### config.mk
export PLATFORM = sky130hd
export DESIGN_NAME = vault_work_dispatcher
export DESIGN_NICKNAME = d
export VERILOG_FILES = /design/src/rtl/vault_work_dispatcher.sv
export SDC_FILE = /design/constraint.sdc
export NUM_CORES = 2
export LEC_CHECK = 0
export ABC_AREA = 1
export BUFFER_PORTS_ARGS = -buffer_cell sky130_fd_sc_hd__buf_2
export CORE_AREA = 2 2 546 548
export CTS_BUF_LIST = sky130_fd_sc_hd__clkbuf_4 sky130_fd_sc_hd__clkbuf_8
export CTS_CLUSTER_SIZE = 14
export DETAILED_ROUTE_END_ITERATION = 7
export DIE_AREA = 0 0 548 550
export SLEW_MARGIN = 20
export SYNTH_ARGS = -nofsm -noshare
export SYNTH_HDL_FRONTEND = slang
export SYNTH_SLANG_ARGS = --single-unit
export TNS_END_PERCENT = 100
### constraint.sdc
create_clock -name clk -period 5.71 [get_ports clk]
set_clock_uncertainty 0.1 [all_clocks]
set_input_delay 0.571 -clock clk [delete_from_list [all_inputs] [get_ports clk]]
set_output_delay 0.571 -clock clk [all_outputs]
set_load 0.05 [all_outputs]
### src/rtl/vault_work_dispatcher.sv
// vault_work_dispatcher: host job intake, one-entry pending buffer, work_package
// driver for the mining core, and per-job result return (found nonce or timeout).
module vault_work_dispatcher #(
    parameter int HDR_W          = 640,
    parameter int ID_W           = 8,
    parameter int SETTLE_CYCLES  = 4,
    parameter int TIMEOUT_CYCLES = 1000000
) (
    input  logic             clk,
    input  logic             rst_n,
    input  logic             job_valid,
    output logic             job_ready,
    input  logic [HDR_W-1:0] job_header,
    input  logic [ID_W-1:0]  job_id,
    input  logic             abort,
    output logic [HDR_W-1:0] work_package,
    input  logic [31:0]      golden_nonce,
    output logic             res_valid,
    input  logic             res_ready,
    output logic [31:0]      res_nonce,
    output logic [ID_W-1:0]  res_job_id,
    output logic             res_found,
    output logic             busy,
    output logic [15:0]      jobs_done
);

    typedef enum logic [1:0] {IDLE, SETTLE, MINE, REPORT} state_t;

    state_t            r_state, w_next;
    logic              r_pend_full;
    logic [HDR_W-1:0]  r_pend_hdr;
    logic [ID_W-1:0]   r_pend_id;
    logic [ID_W-1:0]   r_active_id;
    logic [HDR_W-1:0]  r_work_package;
    logic [31:0]       r_settle_cnt;
    logic [31:0]       r_timer;
    logic              r_res_valid;
    logic [31:0]       r_res_nonce;
    logic              r_res_found;
    logic [15:0]       r_jobs_done;

    logic w_push, w_load, w_found, w_timeout, w_done;

    // Handshake and event decode; abort outranks found/timeout via the FSM order.
    assign w_push    = job_valid && !r_pend_full;
    assign w_load    = (r_state == IDLE) && r_pend_full;
    assign w_found   = (r_state == MINE) && !abort && (golden_nonce != 32'd0);
    assign w_timeout = (r_state == MINE) && !abort && (golden_nonce == 32'd0) &&
                       (r_timer == 32'(TIMEOUT_CYCLES - 1));
    assign w_done    = (r_state == REPORT) && res_ready;

    assign job_ready    = !r_pend_full;
    assign work_package = r_work_package;
    assign res_valid    = r_res_valid;
    assign res_nonce    = r_res_nonce;
    assign res_found    = r_res_found;
    assign res_job_id   = r_active_id;
    assign busy         = (r_state != IDLE);
    assign jobs_done    = r_jobs_done;

    // State register.
    always_ff @(posedge clk or negedge rst_n) begin
        if (!rst_n) r_state <= IDLE;
        else        r_state <= w_next;
    end

    // Next-state logic.
    always_comb begin
        w_next = r_state;
        case (r_state)
            IDLE:    if (r_pend_full) w_next = SETTLE;
            SETTLE:  if (abort) w_next = IDLE;
                     else if (r_settle_cnt == 32'd0) w_next = MINE;
            MINE:    if (abort) w_next = IDLE;
                     else if (w_found || w_timeout) w_next = REPORT;
            REPORT:  if (res_ready) w_next = IDLE;
            default: w_next = IDLE;
        endcase
    end

    // Pending slot: push only when empty, pop only when full, so they never collide.
    always_ff @(posedge clk or negedge rst_n) begin
        if (!rst_n) begin
            r_pend_full <= 1'b0;
            r_pend_hdr  <= '0;
            r_pend_id   <= '0;
        end else if (w_push) begin
            r_pend_full <= 1'b1;
            r_pend_hdr  <= job_header;
            r_pend_id   <= job_id;
        end else if (w_load) begin
            r_pend_full <= 1'b0;
        end
    end

    // Load the active job into the mining core; header holds until the next load.
    always_ff @(posedge clk or negedge rst_n) begin
        if (!rst_n) begin
            r_work_package <= '0;
            r_active_id    <= '0;
        end else if (w_load) begin
            r_work_package <= r_pend_hdr;
            r_active_id    <= r_pend_id;
        end
    end

    // Settle countdown masks stale nonces; mine timer counts MINE cycles.
    always_ff @(posedge clk or negedge rst_n) begin
        if (!rst_n) begin
            r_settle_cnt <= '0;
            r_timer      <= '0;
        end else begin
            if (w_load)
                r_settle_cnt <= 32'(SETTLE_CYCLES - 1);
            else if (r_state == SETTLE && r_settle_cnt != 32'd0)
                r_settle_cnt <= r_settle_cnt - 32'd1;
            if (r_state == SETTLE)
                r_timer <= '0;
            else if (r_state == MINE)
                r_timer <= r_timer + 32'd1;
        end
    end

    // Result capture and completion count.
    always_ff @(posedge clk or negedge rst_n) begin
        if (!rst_n) begin
            r_res_valid <= 1'b0;
            r_res_nonce <= '0;
            r_res_found <= 1'b0;
            r_jobs_done <= '0;
        end else if (w_found || w_timeout) begin
            r_res_valid <= 1'b1;
            r_res_nonce <= w_found ? golden_nonce : 32'd0;
            r_res_found <= w_found;
        end else if (w_done) begin
            r_res_valid <= 1'b0;
            r_jobs_done <= r_jobs_done + 16'd1;
        end
    end

endmodule

Word-level counts from Yosys, hierarchy flattened
Cells that the tools add are included.

storage, ports and cells
  register bits = 1413
  input bits = 685
  logic and storage cells = 63

operators by class
  muxes and demuxes = 16
  eq/ne operators = 8
  bitwise logic cells = 1
  reduce and logical (&&, ||, !) cells = 23
  add/subtract/negate cells = 3

operators by type and width
  kind                                                   number
  2-to-1 mux 32 bit                                      5
  zero test 32 bit                                       2
  nonzero test 32 bit                                    2
  adder 32 x 1 -> 32 bit, second input constant          1
  equality test 32 x 20 -> 1 bit, second input constant  1
  subtractor 32 x 1 -> 32 bit, second input constant     1
  adder 16 x 1 -> 16 bit, second input constant          1
  2-to-1 mux 2 bit                                       6
  nonzero test 2 bit                                     5
  logical AND 1 bit                                      8
  case mux 2 bit (4 select lines)                        1
  equality test 2 bit, second input constant             2
  2-to-1 mux 1 bit                                       4
  != test 2 bit, second input constant                   2
  AND reduction 4 bit                                    1
  != test 3 x 2 -> 1 bit, second input constant          1
  != test 3 bit, second input constant                   1
  equality test 2 x 1 -> 1 bit, second input constant    1
  zero test 1 bit                                        2
  zero test 2 bit                                        1
  AND reduction 2 bit                                    1
  logical OR 1 bit                                       1
  inverter 1 bit                                         1

Logic depth before layout (Yosys ltp)
  depth after elaboration = 8
  depth in mapped cells = 12
  depth with buffers taken out = 11

Least setup slack after synthesis
OpenSTA, ideal clock, no wires.

  path kind = register to register
  start point = reg r_jobs_done[0], in the netlist jobs_done[0]
  end point = reg r_jobs_done[14], in the netlist jobs_done[14]
  library setup time = 0.120 ns
  path buffers = 0
  arrival = 1.666 ns
  required time = 5.490 ns
  path slack = 3.825 ns
  clock period less this slack = 1.885 ns
  stages on the path, launching flop included = 9
  path through = dfrtp_1 > ha_1 > inv_1 > nor3_1 > nand3_1 > nand2_1 > nand2_1 > nand4_1 > nand2_1

on the way
  word-level cells in the longest chain between the ends = 1

ends and longest elaborated chain
  what                    line  RTL
  from (decl)             40    logic [15:0] r_jobs_done;
  from (signal assigned)  137   r_jobs_done <= r_jobs_done + 16'd1;
  adder 16 x 1 -> 16 bit  137

No other way between the ends.
A chain may end at the register's enable or synchronous reset.

Worst setup path after layout
  start point = reg r_state[1]
  end point = reg r_state[0]

on the way
  word-level cells in the longest chain between the ends = 7

ends and longest elaborated chain
  what                              line        RTL
  from (decl)                       29          state_t r_state, w_next;
  from (signal assigned)            64          else r_state <= w_next;
  equality test 2 bit               47, 48, 70
  logical AND 1 bit                 47, 48
  logical AND 1 bit (2 in a row)    48          assign w_timeout = (r_state == MINE) && !abort && (golden_nonce == 32'd0) &&
  logical OR 1 bit                  75          else if (w_found || w_timeout) w_next = REPORT;
  != test 3 x 2 -> 1 bit (no line)  --
  AND reduction 4 bit (no line)     --

Parallel ways exist; a longest one is shown, timed or not.

==> results.yml <==
die:
  dieArea_um2: 301000
  core_um2: 296000
  boundaryPins: 1385
  die_h_um: 550
  std_cell_rows: 200
  start_util_pct: 18.4
  fp.dieW_um: 548
logic_synthesis:
  synth_top_cell_by_area: "dfrtp_1"
  synthesis.area_um2: 54500
  ys_ff_latch: 1413
  ys.flop_type: "dfrtp_1"
  synth_top_area_share_pct: 64.9
  synth.most_common_cell: "dfrtp_1"
  syn_nets: 6419
  yosysSeqAreaShare_pct: 64.9
  ys_async_sr_fraction_pct: 100
  synthDistinctLibCells: 42
  yosys_warnings: 0
  synth-edff-count: 0
  yosys-top-cells-area: "dfrtp_1 (65%), nand2_1 (6.8%), o21ai_0 (5.9%)"
  avgSynthCellArea_um2: 9.52
  synthCells: 5727
  synth_commonest_cells: "dfrtp_1 (1413), nand2_1 (986), nor2_1 (726)"
cts:
  clock_path_buffers: 4
  clk_pin_slew_ps: 50
  post_cts_buffers: 0
  root_buffer: "clkbuf_8"
  cts_made_buffers: 274
  cts.sinks: 1413
  cts_tree: "yes"
  h-tree-depth: 5
  clkLatencyLatePin_ps: 940
grt:
  overflow: 0
  antenna_found_initial: 118
  grt_max_degree: 244
  globalRouteTotalUtil_pct: 16.2
  grt_pass1_wl_um: 349000
  grt_pass1_vias: 47100
setup_path:
  slowest_stage: "dlygate4sd3_1"
  start_kind: "flop"
  path_delay_family: "buffers and inverters"
  timing_worst_setup_path_type: "flop to flop"
  path_max_fanout: 9
  path_cells: "inv_1 -> ha_1 -> clkinv_1 -> or2_0 -> nor2_1 -> nor2_1 -> dlygate4sd3_1 -> nand3_1 -> dlygate4sd3_1 -> nand2_1 -> dlygate4sd3_1"
  crit_arrival_ps: 4390
  slowest_delay_ps: 560
  reg2reg_to: "r_state[0]"
  r2r_slack_ps: 2040
  rr_worst_depth: 11
  reg2reg_from: "r_state[1]"
  critPathCaptureType: "flop"
  crit_buf_inv: 5
  worstPathRequired_ps: 6430
  crit_top_cell: "dlygate4sd3_1"
sta:
  fin_crit_ps: 3670
  max_freq_mhz: 273
  period_share_pct: 64.2
  final-setup-viol-count: 0
  slew_headroom_pct: 12.7
  tightest_slew_ps: 1310
  final_max_slew_viol_count: 0
  rsz0062_at_grt: "no"
  hold_violations: 0
  setup_tns_ps: 0
status:
  status: "finished, final reports clean"
route:
  wl_um: 252000
  drt_iter0_markers: 3493
  drc: 0
  vias: 47100
  vias_per_cell: 3.92
  drt_pre_antenna_iters: 6
  wl_per_cell_um: 21.0
  drt.antenna.violating_nets: 0
power_and_ir_drop:
  p_per_area_nw_per_um2: 680
  ir_drop_v: 0.000469
  power.leakage_nw: 39.4
  total_power_mw: 53.3
hold_path:
  holdCritPathClass: "primary input to async pin"
placed_design:
  dp.cells: 10800
  numPortBuffers: 1384
  gp_congestion: 0.889
  dp_hpwl_um: 195000
flow_run:
  maxCapViolCount: 0
finish:
  drive_above_1_share_pct: 25.0
  fill_cells: 31600
  fin_cells: 12000
  nets: 8514
  syn_to_final_growth_pct: 43.9
## where the power goes
part | internal [mW] | total [mW] | switching (mW)
Clock | 6.09 | 10.8 | 4.68
Sequential | 15.0 | 17.2 | 2.15
Combinational | 5.47 | 25.3 | 19.9
Total | 26.6 | 53.3 | 26.7
## cells by family after synthesis
| logic type | after synthesis | synth area share (%) |
|---|---|---|
| AOI/OAI and AO/OA | 1299 | 12.1 |
| xor gates and xnor gates | 15 | 0.241 |
| adders and majority gates | 7 | 0.161 |
| buffers and inverters | 1025 | 7.49 |
| DFF | 1413 | 64.9 |
| muxes | 57 | 1.18 |
| and+or+nand+nor | 1911 | 14.0 |
## area by class of cell
cell class              instances  area [um^2]  area share, %
diodes                         67          168          0.214
clock buffers                 409         5100           6.50
clock inverters                56          611          0.779
inverters                     715         2690           3.42
multi-input cells            3289        15100           19.2
flip-flops and latches       1413        35400           45.1
well taps                    3939         4930           6.29
repair buffers               2129        14500           18.5
## layer usage
metal  global-route usage (%)  up-vias  share of wire [%]
met1                     19.5    22300                 41
met5                        0        -              0.043
li1                         -    22400                  -
met3                     8.24      532                 12
met2                     23.9     1871                 42
met4                     7.26       16                4.7
## sequential cells by signal (all words and copies together), names as in the netlist
name / count
jobs_done: 16
r_pend_full: 1
r_pend_hdr: 640
r_pend_id: 8
r_settle_cnt: 32
r_state: 2
r_timer: 32
res_found: 1
res_job_id: 8
res_nonce: 32
res_valid: 1
work_package: 640
## how the worst max path moves through the flow
stage,startpoint,endpoint,cells past startpoint
floorplan,jobs_done[0],jobs_done[14],8
global placement,r_state[0],r_settle_cnt[27],8
detailed placement,r_state[0],r_settle_cnt[28],8
CTS,r_state[1],r_state[0],11
global route,r_state[1],r_state[0],11
finish,r_state[1],r_state[0],11
## metrics by stage
stage               utilization [%]  worst slack (ps)  instance area [um^2]  hold WS [ps]
CTS                            26.5              2050                 78200          42.2
floorplan                         -              3820                 54500           175
finish                         26.5              2040                 78400          93.2
global placement               22.2              2530                 65700           346
global route                   26.5              1770                 78400          46.2
detailed placement             22.2              2480                 65700           351
## layout by cell type (no fill, tap or decap), types with 20 or more instances in the layout
master	count
a21oi_1	612
buf_2	1383
buf_4	41
clkbuf_4	85
clkbuf_8	324
clkinv_2	23
dfrtp_1	1413
diode_2	67
dlygate4sd3_1	686
inv_1	709
mux2_2	57
nand2_1	984
nand3_1	97
nand4_1	57
nor2_1	726
o21ai_0	643
o21ai_1	20
## repair_timing
action,4_1_cts,5_1_grt
endpoints found under the hold margin,774,0
hold buffers,686,0
gates resized for setup,0,0
(Power assumes the default switching activity.)
